**config.mk**
```make
export PLATFORM = sky130hd
export DESIGN_NAME = spi_master_flat
export DESIGN_NICKNAME = d
export VERILOG_FILES = /design/src/rtl/spi_master_pkg.sv /design/src/rtl/spi_master_if.sv /design/src/rtl/spi_clk_gen.sv /design/src/rtl/spi_master.sv /design/src/flat_wrapper.sv
export SDC_FILE = /design/constraint.sdc
export NUM_CORES = 1
export LEC_CHECK = 0
export BUFFER_PORTS_ARGS = -buffer_cell sky130_fd_sc_hd__buf_2
export CAP_MARGIN = 20
export CORE_ASPECT_RATIO = 0.7
export CORE_UTILIZATION = 50
export CTS_CLUSTER_SIZE = 28
export DETAILED_ROUTE_END_ITERATION = 10
export GPL_ROUTABILITY_DRIVEN = 0
export GPL_TIMING_DRIVEN = 1
export PLACE_DENSITY = 0.81
export SYNTH_ARGS = -nofsm -noshare
export SYNTH_HDL_FRONTEND = slang
export SYNTH_HIERARCHICAL = 1
export SYNTH_SLANG_ARGS = --single-unit
```
**constraint.sdc**
```tcl
create_clock -name clk -period 10.7 [get_ports clk]
set_input_delay 0.535 -clock clk [delete_from_list [all_inputs] [get_ports clk]]
set_output_delay 0.535 -clock clk [all_outputs]
set_load 0.03 [all_outputs]
```
**src/rtl/spi_master_pkg.sv**
```systemverilog
// Shared types and default constants for the spi_master initiator.
package spi_master_pkg;

    typedef enum logic [2:0] {
        IDLE  = 3'd0,
        SETUP = 3'd1,
        HIGH  = 3'd2,
        LOW   = 3'd3,
        HOLD  = 3'd4
    } state_t;

    localparam int WIDTH_DEFAULT   = 180;
    localparam int CLK_DIV_DEFAULT = 4;

endpackage

```
**src/rtl/spi_master_if.sv**
```systemverilog
// Host request/response and SPI pin bundle for spi_master.
interface spi_master_if #(
    parameter int WIDTH = spi_master_pkg::WIDTH_DEFAULT
);
    import spi_master_pkg::*;

    // Handshake: start is a one-cycle request taken only while busy=0 and done=0;
    // busy stays high from the accepting edge until done, which pulses for one cycle.
    logic             start;
    logic [WIDTH-1:0] tx_data;
    logic             busy;
    logic             done;
    logic [WIDTH-1:0] rx_data;
    logic             spi_cs_b;
    logic             spi_sclk;
    logic             spi_sdi;
    logic             spi_sdo;
    state_t           fsm_state;

    modport master (
        input  start, tx_data, spi_sdo,
        output busy, done, rx_data, spi_cs_b, spi_sclk, spi_sdi, fsm_state
    );

    modport slave (
        output start, tx_data, spi_sdo,
        input  busy, done, rx_data, spi_cs_b, spi_sclk, spi_sdi, fsm_state
    );

endinterface

```
**src/rtl/spi_clk_gen.sv**
```systemverilog
// Phase tick generator: one-cycle tick every CLK_DIV cycles while enabled.
module spi_clk_gen #(
    parameter int CLK_DIV = 4
) (
    input  logic clk,
    input  logic rst,
    input  logic en,
    output logic tick
);
    localparam int            DW   = $clog2(CLK_DIV + 1);
    localparam logic [DW-1:0] LAST = DW'(CLK_DIV - 1);

    logic [DW-1:0] cnt;

    always_ff @(posedge clk or posedge rst) begin
        if (rst) begin
            cnt <= '0;
        end else if (!en || cnt == LAST) begin
            cnt <= '0;
        end else begin
            cnt <= cnt + DW'(1);
        end
    end

    assign tick = en && (cnt == LAST);

endmodule

```
**src/rtl/spi_master.sv**
```systemverilog
// Mode-0 SPI initiator, MSB first. Define SPI_MASTER_READBACK_EN to build the
// spi_sdo capture path; otherwise rx_data is tied to zero.
module spi_master
    import spi_master_pkg::*;
#(
    parameter int WIDTH   = WIDTH_DEFAULT,
    parameter int CLK_DIV = CLK_DIV_DEFAULT
) (
    input  logic         clk,
    input  logic         rst,
    spi_master_if.master bus
);
    localparam int            CW       = $clog2(WIDTH + 1);
    localparam logic [CW-1:0] LAST_BIT = CW'(WIDTH);

    state_t           state;
    logic [WIDTH-1:0] tx_shift;
    logic [CW-1:0]    bit_cnt;
    logic             cs_b_q;
    logic             sclk_q;
    logic             busy_q;
    logic             done_q;
    logic             tick;

    spi_clk_gen #(.CLK_DIV(CLK_DIV)) u_clk_gen (
        .clk  (clk),
        .rst  (rst),
        .en   (state != IDLE),
        .tick (tick)
    );

    // spi_sdi is the shifter MSB, so it only moves on falling sclk and at the cs_b edges.
    always_ff @(posedge clk or posedge rst) begin
        if (rst) begin
            state    <= IDLE;
            tx_shift <= '0;
            bit_cnt  <= '0;
            cs_b_q   <= 1'b1;
            sclk_q   <= 1'b0;
            busy_q   <= 1'b0;
            done_q   <= 1'b0;
        end else begin
            done_q <= 1'b0;
            unique case (state)
                IDLE: begin
                    if (bus.start && !done_q) begin
                        tx_shift <= bus.tx_data;
                        bit_cnt  <= '0;
                        cs_b_q   <= 1'b0;
                        busy_q   <= 1'b1;
                        state    <= SETUP;
                    end
                end
                SETUP: begin
                    if (tick) begin
                        sclk_q <= 1'b1;
                        state  <= HIGH;
                    end
                end
                HIGH: begin
                    if (tick) begin
                        sclk_q   <= 1'b0;
                        bit_cnt  <= bit_cnt + CW'(1);
                        tx_shift <= {tx_shift[WIDTH-2:0], 1'b0};
                        state    <= LOW;
                    end
                end
                LOW: begin
                    if (tick) begin
                        if (bit_cnt == LAST_BIT) begin
                            state <= HOLD;
                        end else begin
                            sclk_q <= 1'b1;
                            state  <= HIGH;
                        end
                    end
                end
                HOLD: begin
                    if (tick) begin
                        cs_b_q   <= 1'b1;
                        tx_shift <= '0;
                        busy_q   <= 1'b0;
                        done_q   <= 1'b1;
                        state    <= IDLE;
                    end
                end
                default: state <= IDLE;
            endcase
        end
    end

`ifdef SPI_MASTER_READBACK_EN
    logic [WIDTH-1:0] rx_shift;
    logic [WIDTH-1:0] rx_q;
    logic             rise;

    // Same edges that raise sclk: leaving SETUP, or leaving LOW with bits remaining.
    assign rise = tick && ((state == SETUP) || (state == LOW && bit_cnt != LAST_BIT));

    always_ff @(posedge clk or posedge rst) begin
        if (rst) begin
            rx_shift <= '0;
            rx_q     <= '0;
        end else begin
            if (rise) begin
                rx_shift <= {rx_shift[WIDTH-2:0], bus.spi_sdo};
            end
            if (state == HOLD && tick) begin
                rx_q <= rx_shift;
            end
        end
    end

    assign bus.rx_data = rx_q;
`else
    logic unused_sdo;
    assign unused_sdo  = bus.spi_sdo;
    assign bus.rx_data = '0;
`endif

    assign bus.spi_cs_b  = cs_b_q;
    assign bus.spi_sclk  = sclk_q;
    assign bus.spi_sdi   = tx_shift[WIDTH-1];
    assign bus.busy      = busy_q;
    assign bus.done      = done_q;
    assign bus.fsm_state = state;

endmodule

```
**src/flat_wrapper.sv**
```systemverilog
// flat-port wrapper written by rule: the top's interface ports become plain ports
module spi_master_flat import spi_master_pkg::*;
#(
    parameter int WIDTH   = WIDTH_DEFAULT,
    parameter int CLK_DIV = CLK_DIV_DEFAULT
)
  (clk, rst, bus_start, bus_tx_data, bus_spi_sdo, bus_busy, bus_done, bus_rx_data, bus_spi_cs_b, bus_spi_sclk, bus_spi_sdi, bus_fsm_state);
  spi_master_if #(.WIDTH(WIDTH)) bus_i ();
  input  logic clk;
  input  logic rst;
  input wire logic [$bits(bus_i.start)-1:0] bus_start;
  input wire logic [$bits(bus_i.tx_data)-1:0] bus_tx_data;
  input wire logic [$bits(bus_i.spi_sdo)-1:0] bus_spi_sdo;
  output wire logic [$bits(bus_i.busy)-1:0] bus_busy;
  output wire logic [$bits(bus_i.done)-1:0] bus_done;
  output wire logic [$bits(bus_i.rx_data)-1:0] bus_rx_data;
  output wire logic [$bits(bus_i.spi_cs_b)-1:0] bus_spi_cs_b;
  output wire logic [$bits(bus_i.spi_sclk)-1:0] bus_spi_sclk;
  output wire logic [$bits(bus_i.spi_sdi)-1:0] bus_spi_sdi;
  output wire logic [$bits(bus_i.fsm_state)-1:0] bus_fsm_state;
  assign bus_i.start = bus_start;
  assign bus_i.tx_data = bus_tx_data;
  assign bus_i.spi_sdo = bus_spi_sdo;
  assign bus_busy = bus_i.busy;
  assign bus_done = bus_i.done;
  assign bus_rx_data = bus_i.rx_data;
  assign bus_spi_cs_b = bus_i.spi_cs_b;
  assign bus_spi_sclk = bus_i.spi_sclk;
  assign bus_spi_sdi = bus_i.spi_sdi;
  assign bus_fsm_state = bus_i.fsm_state;
  spi_master #(.WIDTH(WIDTH), .CLK_DIV(CLK_DIV)) u_core (.clk(clk), .rst(rst), .bus(bus_i));
endmodule
```
==> summary.md <==
| Metric | Value |
|---|---|
| Antenna violations before repair | `1` |
| Leak Pwr | `~5.5 nW` |
| Drt pass-1 iters | `5` |
| Top-level I/O count | `372` |
| Max Freq | `284.5 MHz` |
| Detail Placement HPWL | `13.29 mm` |
| Initial Util | `0.5102` |
| Ys async rst share | `1.000` |
| Remaining global-route overflow | `0` |
| Setup Fix Bufs, Post-CTS | `0` |
| Final WL | `a little over 20 mm` |
| Setup violations, final | `0` |
| Number of port buffers | `190` |
| Routed length on met2 | `9.571 mm` |
| Total number of H-tree levels | `4` |
| Final Cycle Share | `0.3285` |
| Ys Warns | `6` |
| Placeable Area | `19,800 sq um` |
| Cell Area, Synth | `between 10,000 and 15,000 sq um` |
| Most common cell after layout, fill and taps aside | `dfrtp_1` |
| Final worst slack | `slightly above 7 ns` |
| Site Rows | `43` |
| Ant diodes | `0` |
| FILL cells | `~1,800` |
| Die X-Extent | `~170 um` |
| PwrDens | `around 280 nW/um^2` |
| HP Class | `in -> reg` |
| CP Launch Type | `flop` |
| Worst slack, placed | `between 6 and 7 ns` |
| Initial DRC Count | `741` |
| Slew margin rel. | `0.3110` |
| Final setup TNS | `0 ns` |
| Root Buffer | `clkbuf_16` |
| Max-slew violations | `0` |
| Post-synth EDFFs | `0` |
| CP max FO | `98` |
| Clock slew at reported path FFs | `around 0.080 ns` |
| Clock latency at the later pin of the worst-skew pair | `around 0.42 ns` |
| CTS max path bufs | `2` |
| Worst Skew | `around 0.0097 ns` |
| DRC viols | `0` |
| Post-placement cell count | `1,460` |
| Post-layout util | `0.5592` |
| Nets | `1,400` |
| Detailed-route wire length per cell | `approximately 14 um` |
| Clk sinks | `198` |
| Commonest cells after routing, fill and taps aside | `dfrtp_1 (197), buf_2 (190), nand2_1 (189)` |
| Synth Instances | `about 1,100` |
| Final-report hold violation count | `0` |
| RSZ-0062 raised after global routing | `no` |
| TritonCTS clock tree | `done` |
| Global-route wire length before repair | `between 30 and 40 mm` |
| Layout Cells excl Fill | `about 1,500` |
| Pin count of the biggest net entering global routing | `~140` |
| Die ar. | `20,780 sq um` |
| Max-cap violations | `0` |
| All-Layer GR Usage | `0.1955` |
| Antenna-violating nets left | `0` |
| M1 WL | `roughly 9.6 mm` |
| Worst Path Arrival | `3.77 ns` |
| Register area share after synthesis | `0.4906` |
| Slew @ Worst Pin | `1.034 ns` |
| Vias | `7,462` |
| Top sig layer | `met4` |
| Area growth from synthesis to layout | `9.600%` |
| Status | `completed` |
| Metal3 WL | `approximately 1.3 mm` |
| DR vias/cell | `around 5` |
| Peak supply drop | `0.0001692 V` |
| Worst setup EP type | `flop` |
| Top_reg_cell synth | `dfrtp_1` |
| Die Ht | `roughly 120 um` |
| Worst EP required | `between 10 and 15 ns` |
| Post-synthesis area per instance | `9.353 sq um` |
| WHS | `approximately 0.36 ns` |
| Final Critical Period | `~3.5 ns` |
| #FFs+latches synth | `roughly 200` |
| Post-CTS sizing | `0` |
| CTS Buf Count | `17` |
| Fraction of layout cells with a size suffix above 1 | `0.1959` |
| Distinct cells, synth | `38` |
| Crit Path Category | `reg -> reg` |
| Number of global-route vias before repair | `between 6,000 and 7,000` |
worst max-delay path, cell delays in order, from the launching register on:
cell     delay (ns)
dfrtp_1        0.52
or3_1          0.50
and2_2         0.31
a21oi_1        0.21
a221o_4        0.42
buf_16         0.32
buf_4          0.73
o21ai_0        0.22
final timing paths:
check,start,endpoint,slack (ns),cells after the start
worst max-delay path,u_core/bus.fsm_state[1]$_DFFE_PP0P_,u_core/tx_shift[10]$_DFFE_PP0P_,7.19,7
worst min-delay path,bus_tx_data[0],u_core/tx_shift[0]$_DFFE_PP0P_,0.36,3
worst max register to register,u_core/bus.fsm_state[1]$_DFFE_PP0P_,u_core/tx_shift[10]$_DFFE_PP0P_,7.19,7
worst min register to register,u_core/u_clk_gen/cnt[0]$_DFF_PP0_,u_core/u_clk_gen/cnt[0]$_DFF_PP0_,0.45,1
max in group asynchronous,rst,u_core/tx_shift[164]$_DFFE_PP0P_,8.32,4
min in group asynchronous,rst,u_core/u_clk_gen/cnt[2]$_DFF_PP0_,0.60,3
through the flow:
stage               power (mW)  instance area, sq um
floorplan                2.253                 10770
global placement         2.388                 10430
detailed placement       2.447                 10430
CTS                      3.079                 11020
global route             3.320                 11070
finish                   3.068                 11070
power by group:
group / internal (mW) / leakage, nW / switching [mW]
combinational: 0.405 / 2.69 / 0.766
sequential: 1.08 / 2.48 / 0.189
clock: 0.317 / 0.281 / 0.309
registers in the layout, indices dropped and copies added (netlist names):
name,flops
u_core/bus.done,1
u_core/tx_shift,180
u_core/bus.fsm_state,3
u_core/bus.spi_sclk,1
u_core/bus.spi_cs_b,1
u_core/bit_cnt,8
u_core/bus.busy,1
u_core/u_clk_gen/cnt,3
area by class of cell:
cell class,instances,area [sq um],share of cell area
multi-input cells,789,4103,0.3706
clock buffers,19,442.9,0.04001
repair buffers,199,1061,0.09584
inverters,7,33.78,0.003052
well taps,270,337.8,0.03052
clock inverters,13,136.4,0.01232
flip-flops and latches,198,4956,0.4477
cell families (layout without fill, tap and decap cells):
| kind of cell | count (synthesis) | after routing | share of synthesized area |
|---|---|---|---|
| adders and majority gates | 4 | 4 | 0.004955 |
| xor gates and xnor gates | 7 | 7 | 0.006070 |
| DFF | 198 | 198 | 0.4906 |
| other | 1 | 180 | 0.0003713 |
| buffers and inverters | 272 | 238 | 0.1721 |
| and+or+nand+nor | 222 | 222 | 0.08968 |
| AOI/OAI and AO/OA | 376 | 376 | 0.2362 |
repair_timing:
item,in CTS,in global routing
hold buffers,1,0
hold endpoints to repair,3,0
endpoints found under the setup margin,0,0
per-layer routing:
metal | up-vias | global-route usage
li1 | 3674 | -
met1 | 3564 | 0.2835
met2 | 214 | 0.2956
met3 | 10 | 0.04925
met4 | 0 | 0.03982
met5 | - | 0
synth_stat cells (2+ instances only):
cell	n	area, sq um
a2111oi_2	3	45.04
a211oi_1	4	30.03
a21oi_1	3	15.01
a22oi_1	179	1344
and3_1	2	12.51
buf_2	18	90.09
buf_4	181	1359
buf_6	2	22.52
clkbuf_1	64	240.2
dfrtp_1	197	4930
ha_1	4	50.05
inv_1	7	26.28
nand2_1	189	709.4
nand2b_1	2	12.51
nand3_1	2	10.01
nand4_1	2	12.51
nor2_1	12	45.04
nor3b_1	3	22.52
o21ai_0	72	360.4
o21ai_1	110	550.5
or3b_1	2	17.52
xnor2_1	6	52.55
(Power assumes the default switching activity.)
